===== src/rtl/rf_dump_ctrl.sv =====
// Purpose: halts the core and streams x[first]..x[last] from the register file read port.
// Latency: one cycle from start to halt_req, then 2 cycles per word (READ + SEND) once halt_ack is seen.
// Backpressure: out_data/out_idx/out_last hold in SEND until out_ready; out_valid is decoded from state only.
module rf_dump_ctrl #(
  parameter int NUM_REGS     = 32,
  parameter int ADDR_W       = 5,
  parameter int DATA_W       = 32,
  parameter bit ZERO_X0      = 1'b1,
  parameter int HALT_TIMEOUT = 255
) (
  input  logic              clk,
  input  logic              rst_n,
  input  logic              start,
  input  logic [ADDR_W-1:0] first_idx,
  input  logic [ADDR_W-1:0] last_idx,
  input  logic              abort,
  output logic              halt_req,
  input  logic              halt_ack,
  output logic [ADDR_W-1:0] rs_addr,
  input  logic [DATA_W-1:0] rf_rdata,
  output logic              out_valid,
  input  logic              out_ready,
  output logic [DATA_W-1:0] out_data,
  output logic [ADDR_W-1:0] out_idx,
  output logic              out_last,
  output logic              busy,
  output logic              done,
  output logic              err
);

  localparam int TW = $clog2(HALT_TIMEOUT + 1);
  localparam logic [ADDR_W:0] LAST_OK = (ADDR_W + 1)'(NUM_REGS - 1);
  localparam logic [TW-1:0] TMO_LAST = TW'(HALT_TIMEOUT - 1);

  typedef enum logic [2:0] {
    S_IDLE = 3'd0,
    S_HALT = 3'd1,
    S_READ = 3'd2,
    S_SEND = 3'd3,
    S_DONE = 3'd4
  } state_t;

  state_t            state_q, state_d;
  logic [ADDR_W-1:0] cur_idx_q, cur_idx_d;
  logic [ADDR_W-1:0] end_idx_q, end_idx_d;
  logic [TW-1:0]     tmo_q, tmo_d;
  logic [DATA_W-1:0] out_data_q, out_data_d;
  logic [ADDR_W-1:0] out_idx_q, out_idx_d;
  logic              out_last_q, out_last_d;
  logic              err_q, err_d;
  logic              range_bad;

  // A range is rejected when it runs backwards or past the last architectural register,
  // which also guarantees cur_idx never has to wrap.
  assign range_bad = (first_idx > last_idx) || ({1'b0, last_idx} > LAST_OK);

  // Next-state logic: abort outranks handshake/timeout in every active state.
  always_comb begin
    state_d    = state_q;
    cur_idx_d  = cur_idx_q;
    end_idx_d  = end_idx_q;
    tmo_d      = tmo_q;
    out_data_d = out_data_q;
    out_idx_d  = out_idx_q;
    out_last_d = out_last_q;
    err_d      = 1'b0;
    case (state_q)
      S_IDLE: begin
        if (start) begin
          cur_idx_d = first_idx;
          end_idx_d = last_idx;
          if (range_bad) begin
            err_d = 1'b1;
          end else begin
            tmo_d   = '0;
            state_d = S_HALT;
          end
        end
      end
      S_HALT: begin
        if (abort) begin
          err_d   = 1'b1;
          state_d = S_IDLE;
        end else if (halt_ack) begin
          state_d = S_READ;
        end else if (tmo_q == TMO_LAST) begin
          err_d   = 1'b1;
          state_d = S_IDLE;
        end else begin
          tmo_d = tmo_q + 1'b1;
        end
      end
      S_READ: begin
        if (abort) begin
          err_d   = 1'b1;
          state_d = S_IDLE;
        end else begin
          out_data_d = (ZERO_X0 && (cur_idx_q == '0)) ? '0 : rf_rdata;
          out_idx_d  = cur_idx_q;
          out_last_d = (cur_idx_q == end_idx_q);
          state_d    = S_SEND;
        end
      end
      S_SEND: begin
        if (abort) begin
          err_d   = 1'b1;
          state_d = S_IDLE;
        end else if (out_ready) begin
          if (out_last_q) begin
            state_d = S_DONE;
          end else begin
            cur_idx_d = cur_idx_q + 1'b1;
            state_d   = S_READ;
          end
        end
      end
      S_DONE: begin
        state_d = S_IDLE;
      end
      default: begin
        state_d = S_IDLE;
      end
    endcase
  end

  // State and datapath registers with synchronous active-low reset clearing everything.
  always_ff @(posedge clk) begin
    if (!rst_n) begin
      state_q    <= S_IDLE;
      cur_idx_q  <= '0;
      end_idx_q  <= '0;
      tmo_q      <= '0;
      out_data_q <= '0;
      out_idx_q  <= '0;
      out_last_q <= 1'b0;
      err_q      <= 1'b0;
    end else begin
      state_q    <= state_d;
      cur_idx_q  <= cur_idx_d;
      end_idx_q  <= end_idx_d;
      tmo_q      <= tmo_d;
      out_data_q <= out_data_d;
      out_idx_q  <= out_idx_d;
      out_last_q <= out_last_d;
      err_q      <= err_d;
    end
  end

  assign halt_req  = (state_q == S_HALT) || (state_q == S_READ) || (state_q == S_SEND);
  assign rs_addr   = (state_q == S_READ) ? cur_idx_q : '0;
  assign out_valid = (state_q == S_SEND);
  assign out_data  = out_data_q;
  assign out_idx   = out_idx_q;
  assign out_last  = out_last_q;
  assign busy      = (state_q != S_IDLE);
  assign done      = (state_q == S_DONE);
  assign err       = err_q;

endmodule


===== config.mk =====
export PLATFORM = sky130hd
export DESIGN_NAME = rf_dump_ctrl
export DESIGN_NICKNAME = d
export VERILOG_FILES = /design/src/rtl/rf_dump_ctrl.sv
export SDC_FILE = /design/constraint.sdc
export NUM_CORES = 1
export LEC_CHECK = 0
export ABC_AREA = 0
export BUFFER_PORTS_ARGS = -buffer_cell sky130_fd_sc_hd__clkbuf_2
export CAP_MARGIN = 20
export CORE_MARGIN = 3
export CORE_UTILIZATION = 51
export DETAILED_ROUTE_END_ITERATION = 16
export GPL_ROUTABILITY_DRIVEN = 0
export PLACE_DENSITY = 0.88
export SYNTH_ARGS = -nofsm -noshare
export SYNTH_HDL_FRONTEND = slang
export SYNTH_SLANG_ARGS = --single-unit

===== constraint.sdc =====
create_clock -name clk -period 4.06 [get_ports clk]
set_clock_uncertainty 0.15 [all_clocks]
set_input_delay 1.218 -clock clk [delete_from_list [all_inputs] [get_ports clk]]
set_output_delay 1.218 -clock clk [all_outputs]
set_load 0.1 [all_outputs]

## Word-level counts from Yosys, hierarchy flattened

Cells that the tools add are included.

- Register bits: 60
- Latch bits: 0
- Bits in writable memories: 0
- Memory bits (read-only): 0
- Bits of input ports: 48
- Output and inout port bits: 48
- Memories kept: 0

- $add $sub $neg: 2
- Multipliers: 0
- Div/mod/pow operators: 0
- Magnitude comparators: 1
- Eq/ne operators: 16
- Shifts and indexed selects: 0
- Mux-type cells: 30
- Bitwise operators: 1
- Reductions and logical operators: 13

Operator list:

| cell | count |
|---|---|
| $mux W8 | 5 |
| $mux W32 | 1 |
| $mux W5 | 5 |
| $mux W3 | 8 |
| $pmux W8 S2 | 1 |
| $ne A2 B2 Y1 const B | 7 |
| $pmux W3 S4 | 1 |
| $pmux W5 S2 | 1 |
| $add A8 B1 Y8 const B | 1 |
| $eq A8 B8 Y1 const B | 1 |
| $eq A3 B2 Y1 const B | 2 |
| $mux W1 | 6 |
| $reduce_and A6 Y1 | 1 |
| $add A5 B1 Y5 const B | 1 |
| $eq A5 B5 Y1 | 1 |
| $gt A5 B5 Y1 | 1 |
| $logic_not A5 Y1 | 1 |
| $reduce_and A5 Y1 | 1 |
| $ne A4 B4 Y1 const B | 1 |
| $reduce_and A2 Y1 | 2 |
| $reduce_and A4 Y1 | 1 |
| $reduce_bool A2 Y1 | 2 |
| $eq A3 B1 Y1 const B | 1 |
| $eq A3 B3 Y1 const B | 1 |
| 9 further kinds | 10 |

## Depth between registers and ports, before layout

Gate-level depths: netlist of run 1.

- Depth in word-level cells: 5
- Mapped depth: 8

## Least setup slack after synthesis of run 1

No wires, ideal clock.

- Path type: register to output
- From: register state_q[1]
- To: output rs_addr[0]
- Data arrival time: 2.585 ns
- Data required time: 2.692 ns
- Path slack: 0.107 ns
- Cell stages (with the launch flop): 4
- Cells stage by stage: dfxtp_1 buf_2 nand2b_1 nor3_1

- Word-level cells in the longest chain between the ends: 2

RTL lines:

| element | line | source |
|---|---|---|
| start: declaration | 43 | `state_t state_q, state_d;` |
| start signal: assignment | 138 | `state_q <= state_d;` |
| $eq A3 B2 Y1 | 150 | `assign rs_addr = (state_q == S_READ) ? cur_idx_q : '0;` |
| $mux W5 | 150 |  |
| end: declaration | 19 | `output logic [ADDR_W-1:0] rs_addr,` |

No other way between the ends.

## Worst setup path after layout of run 1

- From: register state_q[0]
- To: output out_valid

- Word-level cells in the longest chain between the ends: 1

RTL lines:

| element | line | source |
|---|---|---|
| $eq A3 B2 Y1 | 151 | `assign out_valid = (state_q == S_SEND);` |
| end: declaration | 21 | `output logic out_valid,` |

No other way between the ends.

==> metrics.txt, run 1 <==
via count 2,761; clock insertion delay at the later pin of the skew report 0.33 ns; P&R area growth vs syn 24.5%; Cell Area, Synth 2780 µm²; initial DRC count 188; Pre-antenna DRT Iters 5; top cell type by total area after synthesis sky130_fd_sc_hd__dfxtp_1; overall die height 79.8 µm; total grt overflow 0; total detailed-routing wirelength 7120 µm; Yosys warnings 0; via count normalized by instance count 5.63; final count of pins violating max slew 0; power density over cell area 382 nW/µm²; core region area 5170 µm²; clock tree from TritonCTS yes; number of clock sinks 60; number of nets at the end of the flow 473; type of origin of the critical path register; top flip-flop cell by instance count after synthesis sky130_fd_sc_hd__dfxtp_1; wire length of the first global-routing pass 11,100 µm; final routed wire length divided by cell count 14.5 µm; worst min path class register to register; end-of-flow core utilization 66.9%; count of unresolved DRC violations after routing 0; global routing usage summed across all routing layers 22.3%; total area of multi-input combinational cells 1420 µm²; largest fanout on the critical path 16; Max Clk Rate 293 MHz; Diodes inserted 0; share of final-layout standard cells stronger than drive strength 1 29.3%; RSZ-0062 raised after global routing false; Fillers 437; worst setup path category register to primary output; DRT antenna net count 0; total nets after synthesis 386; data arrival at the endpoint of the critical path 2.05 ns; final count of negative-setup-slack endpoints 0; hold buffer count at CTS 0; share of synthesized registers carrying an async set or reset 0%; number of buffers inserted by post-CTS setup repair 0; cts repair resizes 0; sequential cell area 1200 µm²; Die W 79.8 µm; vias in the first global route 2,472; count of input and output buffers 95; normalized max-slew margin 62.5%; pin count of the biggest net entering global routing 49; register bit count reported by yosys 60; proportion of synthesized chip area in sequential cells 43.2%; worst vdd ir 0.000209 V; number of distinct library cells after synthesis 46; R2R cell count 6; Die Area 6370 µm²; count leader, synth sky130_fd_sc_hd__dfxtp_1; Power Total 0.00132 W; Maximum Capacitance Violations 0; number of hold-slack violations in the final timing report 0; leakage power of the design 1.55 nW; main area contributors after synthesis sky130_fd_sc_hd__dfxtp_1, sky130_fd_sc_hd__a22oi_1, sky130_fd_sc_hd__nor2_1, sky130_fd_sc_hd__ha_1, sky130_fd_sc_hd__nand2_1; CTS H-tree lvls 3; CP Capture Type primary output; antenna violations before repair 0; result of the run finished clean; clock tree root buffer cell sky130_fd_sc_hd__clkbuf_8; proportion of netlist area held by the largest area contributor 43.2%; number of synthesized flops with an enable pin 0; commonest cells in the synthesized netlist sky130_fd_sc_hd__dfxtp_1, sky130_fd_sc_hd__nor2_1, sky130_fd_sc_hd__a22oi_1, sky130_fd_sc_hd__nand2_1, sky130_fd_sc_hd__a21oi_1; Worst Hold Depth 2; number of placement rows 26; HPWL Detailed 5100 µm; Req. time, crit path 2.69 ns; Initial Util 53.7%; TNS Setup 0 ns; clock transition at the registers of the reported paths 0.07 ns; Clock Tree Buf Depth 2; Top Ports 96; pin slew with the least headroom to its limit 0.565 ns; cells after synthesis 329; number of buffers created by CTS 9; final critical delay including setup and external delays 3.42 ns; Final Cycle Share 84.1%; mean area per synthesized cell 8.44 µm²
-- placed cells by master, fill, tap and decap left out, types with 2 or more instances in the layout --
cell type,netlist,routed
sky130_fd_sc_hd__dfxtp_1,60,60
sky130_fd_sc_hd__and2_1,7,7
sky130_fd_sc_hd__nand2_1,25,25
sky130_fd_sc_hd__nand3b_1,3,3
sky130_fd_sc_hd__a2bb2oi_1,2,2
sky130_fd_sc_hd__clkbuf_8,0,11
sky130_fd_sc_hd__xnor2_1,3,3
sky130_fd_sc_hd__nor4_1,3,3
sky130_fd_sc_hd__nand4_1,2,2
sky130_fd_sc_hd__nor2_1,53,53
sky130_fd_sc_hd__o32ai_1,2,2
sky130_fd_sc_hd__ha_1,9,9
sky130_fd_sc_hd__o211ai_1,2,2
sky130_fd_sc_hd__a31o_2,4,4
sky130_fd_sc_hd__o21ai_0,7,7
sky130_fd_sc_hd__mux2i_1,4,4
sky130_fd_sc_hd__clkbuf_2,1,95
sky130_fd_sc_hd__nor3_2,2,2
sky130_fd_sc_hd__or2_1,4,4
sky130_fd_sc_hd__inv_1,14,14
sky130_fd_sc_hd__o21ai_1,3,3
sky130_fd_sc_hd__and3_1,2,2
sky130_fd_sc_hd__a21oi_1,17,17
sky130_fd_sc_hd__a211oi_1,2,2
sky130_fd_sc_hd__nor2b_1,2,2
sky130_fd_sc_hd__nand3_1,12,12
sky130_fd_sc_hd__a31oi_1,5,5
sky130_fd_sc_hd__o31ai_1,2,2
sky130_fd_sc_hd__nor3_1,5,5
sky130_fd_sc_hd__a22oi_1,32,32
sky130_fd_sc_hd__buf_4,3,3
sky130_fd_sc_hd__nand2b_1,6,6
sky130_fd_sc_hd__clkinv_2,0,2
sky130_fd_sc_hd__xor2_1,2,2
-- cell type report --
type,instances,share of cell area (%)
multi-input cells,233,41.0
clock buffers,11,4.38
inverters,14,1.52
clock inverters,4,1.41
well taps,70,2.53
flip-flops and latches,60,34.7
repair buffers,98,14.4
-- flip-flops by register name (all words and copies together), names as in the netlist --
register,count
cur_idx_q,5
tmo_q,8
out_data,32
out_idx,5
err,1
out_last,1
state_q,3
end_idx_q,5
-- worst max-delay path, stage by stage (launching register included) --
cell	delay, ns
sky130_fd_sc_hd__dfxtp_1	0.65
sky130_fd_sc_hd__nand3b_1	0.38
sky130_fd_sc_hd__inv_1	0.21
sky130_fd_sc_hd__clkbuf_2	0.48
-- through the flow --
stage	instance area, µm²	hold WS [ns]	setup slack [ns]	std cells
after detailed placement	3260	0.316	1.01	475
final	3460	0.323	0.645	490
after floorplan	2780	0.282	0.107	329
after global routing	3460	0.350	0.502	490
after global placement	3260	0.309	1.07	475
after CTS	3460	0.323	0.656	490
-- kinds of logic (layout without fill, tap and decap cells) --
group | count (synthesis) | count (layout) | synth area share [%]
and+or+nand+nor | 131 | 131 | 22.7
AOI/OAI and AO/OA | 84 | 84 | 21.3
DFF | 60 | 60 | 43.2
buffers and inverters | 36 | 127 | 5.68
adders and majority gates | 9 | 9 | 4.05
xor gates and xnor gates | 5 | 5 | 1.58
muxes | 4 | 4 | 1.44
-- layer usage --
layer / track usage (%) / up-vias / part of all wire [%]
li1: - / 1338 / -
met1: 26.1 / 1288 / 42
met2: 37.1 / 110 / 48
met3: 4.06 / 25 / 6.3
met4: 14.9 / 0 / 3.5
met5: 0 / - / 0
-- where the power goes --
part           leakage (nW)  switching (W)  internal (W)
Clock                 0.105       0.000228      0.000312
Sequential            0.485      0.0000163      0.000600
Combinational         0.961       0.000106     0.0000571
-- path summary, 6_finish.rpt --
kind	start	to	slack (ns)
hold reg to reg	end_idx_q[0]	end_idx_q[0]	0.32
setup / recovery	state_q[0]	out_valid	0.64
hold / removal	end_idx_q[0]	end_idx_q[0]	0.32
setup reg to reg	state_q[0]	out_last	1.99
(Power assumes the default switching activity.)
==> run 2: changes to the inputs <==
- CORE_UTILIZATION: 51 -> 45
- PLACE_DENSITY: 0.88 -> 0.83
- clock period: 4.06 -> 2.7 ns (I/O delays scaled with it)
==> run 2 against run 1 <==
  * Combinational power is 56% higher
  * Worst setup slack lost 0.51 ns
  * Clock power up 71%
  * Utilization fell by 4.6 points
  * Sequential share of layout area is 1.1 points lower
  * Cell count is 1.0% higher
  * Via count fell by 2.1%
  * Global-route usage fell by 2.6 points
  * Largest power group is now the clock network
==> metrics.txt, run 2 (synthesized netlist as in run 1, its figures left out) <==
result of the run finished clean (unchanged); wire length of the first global-routing pass 11,500 µm (was 11,100 µm); Power Total 0.00210 W (was 0.00132 W); share of final-layout standard cells stronger than drive strength 1 30.3% (was 29.3%); via count 2,704 (was 2,761); power density over cell area 588 nW/µm² (was 382 nW/µm²); Initial Util 48.4% (was 53.7%); final count of negative-setup-slack endpoints 0 (unchanged); vias in the first global route 2,513 (was 2,472); Max Clk Rate 389 MHz; Clock Tree Buf Depth 2 (unchanged); Maximum Capacitance Violations 0 (unchanged); total grt overflow 0 (unchanged); Fillers 540 (was 437); worst setup path category register to primary output (unchanged); clock transition at the registers of the reported paths 0.07 ns (about the same); DRT antenna net count 0 (unchanged); area of all placed cells without fillers 3580 µm² (was 3460 µm²); pin count of the biggest net entering global routing 49 (unchanged); Critical Path Max Stage Delay 0.62 ns (was 0.65 ns); largest fanout on the critical path 12 (was 16); leakage power of the design 1.59 nW (was 1.55 nW); type of origin of the critical path register (unchanged); via count normalized by instance count 5.46 (was 5.63); clock tree from TritonCTS yes (unchanged); number of flip-flops in the largest register 32 (unchanged); worst slack after detailed placement 0.254 ns (was 1.01 ns); number of hold-slack violations in the final timing report 0 (unchanged); end-of-flow core utilization 62.3% (was 66.9%); clock insertion delay at the later pin of the skew report 0.32 ns (was 0.33 ns); HPWL Detailed 5220 µm (was 5100 µm); CTS H-tree lvls 3 (unchanged); CP Capture Type primary output (unchanged); P&R area growth vs syn 28.8% (was 24.5%); initial DRC count 144 (was 188); total detailed-routing wirelength 6990 µm (was 7120 µm); Die W 84.6 µm (was 79.8 µm); Final Cycle Share 95.2%; final critical delay including setup and external delays 2.57 ns; leading cell types in the layout, fill and taps excluded sky130_fd_sc_hd__clkbuf_2, sky130_fd_sc_hd__dfxtp_1, sky130_fd_sc_hd__nor2_1 (unchanged); final routed wire length divided by cell count 14.1 µm (was 14.5 µm); pin slew with the least headroom to its limit 0.572 ns (was 0.565 ns); most common cell after layout, fill and taps aside sky130_fd_sc_hd__clkbuf_2 (unchanged); kind of cell adding the most delay to the critical path flip-flops (was buffers and inverters); normalized max-slew margin 62.0% (was 62.5%); worst setup slack after layout 0.130 ns (was 0.645 ns); final count of pins violating max slew 0 (unchanged); number of nets at the end of the flow 476 (was 473); count of input and output buffers 95 (unchanged); Placed Area 3340 µm² (was 3260 µm²); number of placement rows 27 (was 26); count of unresolved DRC violations after routing 0 (unchanged); Die Area 7150 µm² (was 6370 µm²); core region area 5740 µm² (was 5170 µm²); Diodes inserted 0 (unchanged); number of buffers inserted by post-CTS setup repair 0 (unchanged); slowest CP cell sky130_fd_sc_hd__dfxtp_1 (unchanged); data arrival at the endpoint of the critical path 1.61 ns (was 2.05 ns); Top Ports 96 (unchanged); number of clock sinks 60 (unchanged); RSZ-0062 raised after global routing false (unchanged); clock tree root buffer cell sky130_fd_sc_hd__clkbuf_8 (unchanged); Pre-antenna DRT Iters 5 (unchanged); count of buffering cells on the critical path with inverters included 1 (was 2); number of buffers created by CTS 9 (unchanged); antenna violations before repair 0 (unchanged); worst vdd ir 0.000376 V (was 0.000209 V); Req. time, crit path 1.74 ns (was 2.69 ns); global routing usage summed across all routing layers 19.7% (was 22.3%); worst min path class register to register (unchanged); cell breakdown of the critical path and2_1 > clkbuf_2 (was nand3b_1 > inv_1 > clkbuf_2); overall die height 84.6 µm (was 79.8 µm)
run 2: changes by cell type in the layout (fill, tap and decap cells not counted), sizes merged:
cell    change
clkinv      -2
bufinv      +1
clkbuf      -7
buf        +11
run 2: worst paths after layout:
kind                            depth (start not counted)    startpoint            to  slack [ns]
worst max register to register                          5    state_q[2]  out_data[17]        0.76
worst min-delay path                                    2  end_idx_q[2]  end_idx_q[2]        0.33
worst min register to register                          2  end_idx_q[2]  end_idx_q[2]        0.33
worst max-delay path                                    2    state_q[2]          done        0.13
run 2: metrics by stage:
stage / setup TNS, ns / hold WS, ns / instances
final: 0 / 0.328 / 495
after global routing: 0 / 0.338 / 495
after CTS: 0 / 0.331 / 495
after detailed placement: 0 / 0.317 / 480
after global placement: 0 / 0.306 / 480
after floorplan: -1.69 / 0.282 / 329
run 2: worst register-to-register path, stage by stage, from the launching register on:
cell,delay [ns]
sky130_fd_sc_hd__dfxtp_1,0.62
sky130_fd_sc_hd__nor2_1,0.18
sky130_fd_sc_hd__nand2b_1,0.27
sky130_fd_sc_hd__buf_4,0.38
sky130_fd_sc_hd__a22oi_1,0.15
sky130_fd_sc_hd__nor2_1,0.12
run 2: metal layers:
layer | part of all wire (%) | global-route usage, %
met1 | 42 | 24.1
met2 | 50 | 31.7
met3 | 5.8 | 4.51
met4 | 2.6 | 11.2
met5 | 0 | 0
run 2: layout make-up:
type | instances | area, µm² | area share (%)
inverter | 14 | 52.6 | 1.47
clock inverter | 3 | 68.8 | 1.92
timing repair buffer | 101 | 578 | 16.2
sequential | 60 | 1200 | 33.6
tap | 72 | 90.1 | 2.52
multi-input combinational | 233 | 1420 | 39.7
clock buffer | 12 | 165 | 4.62
run 2: power breakdown:
part           internal, W  switching [W]  leakage [nW]
sequential        0.000902      0.0000204         0.486
combinational    0.0000912       0.000164         0.989
clock             0.000592       0.000333         0.119
total              0.00159       0.000518          1.59
run 2: what timing repair did:
| item | 4_1_cts | 5_1_grt |
|---|---|---|
| hold buffers | 0 | 0 |
| setup endpoints to repair | 0 | 3 |
| resized for setup | 0 | 1 |
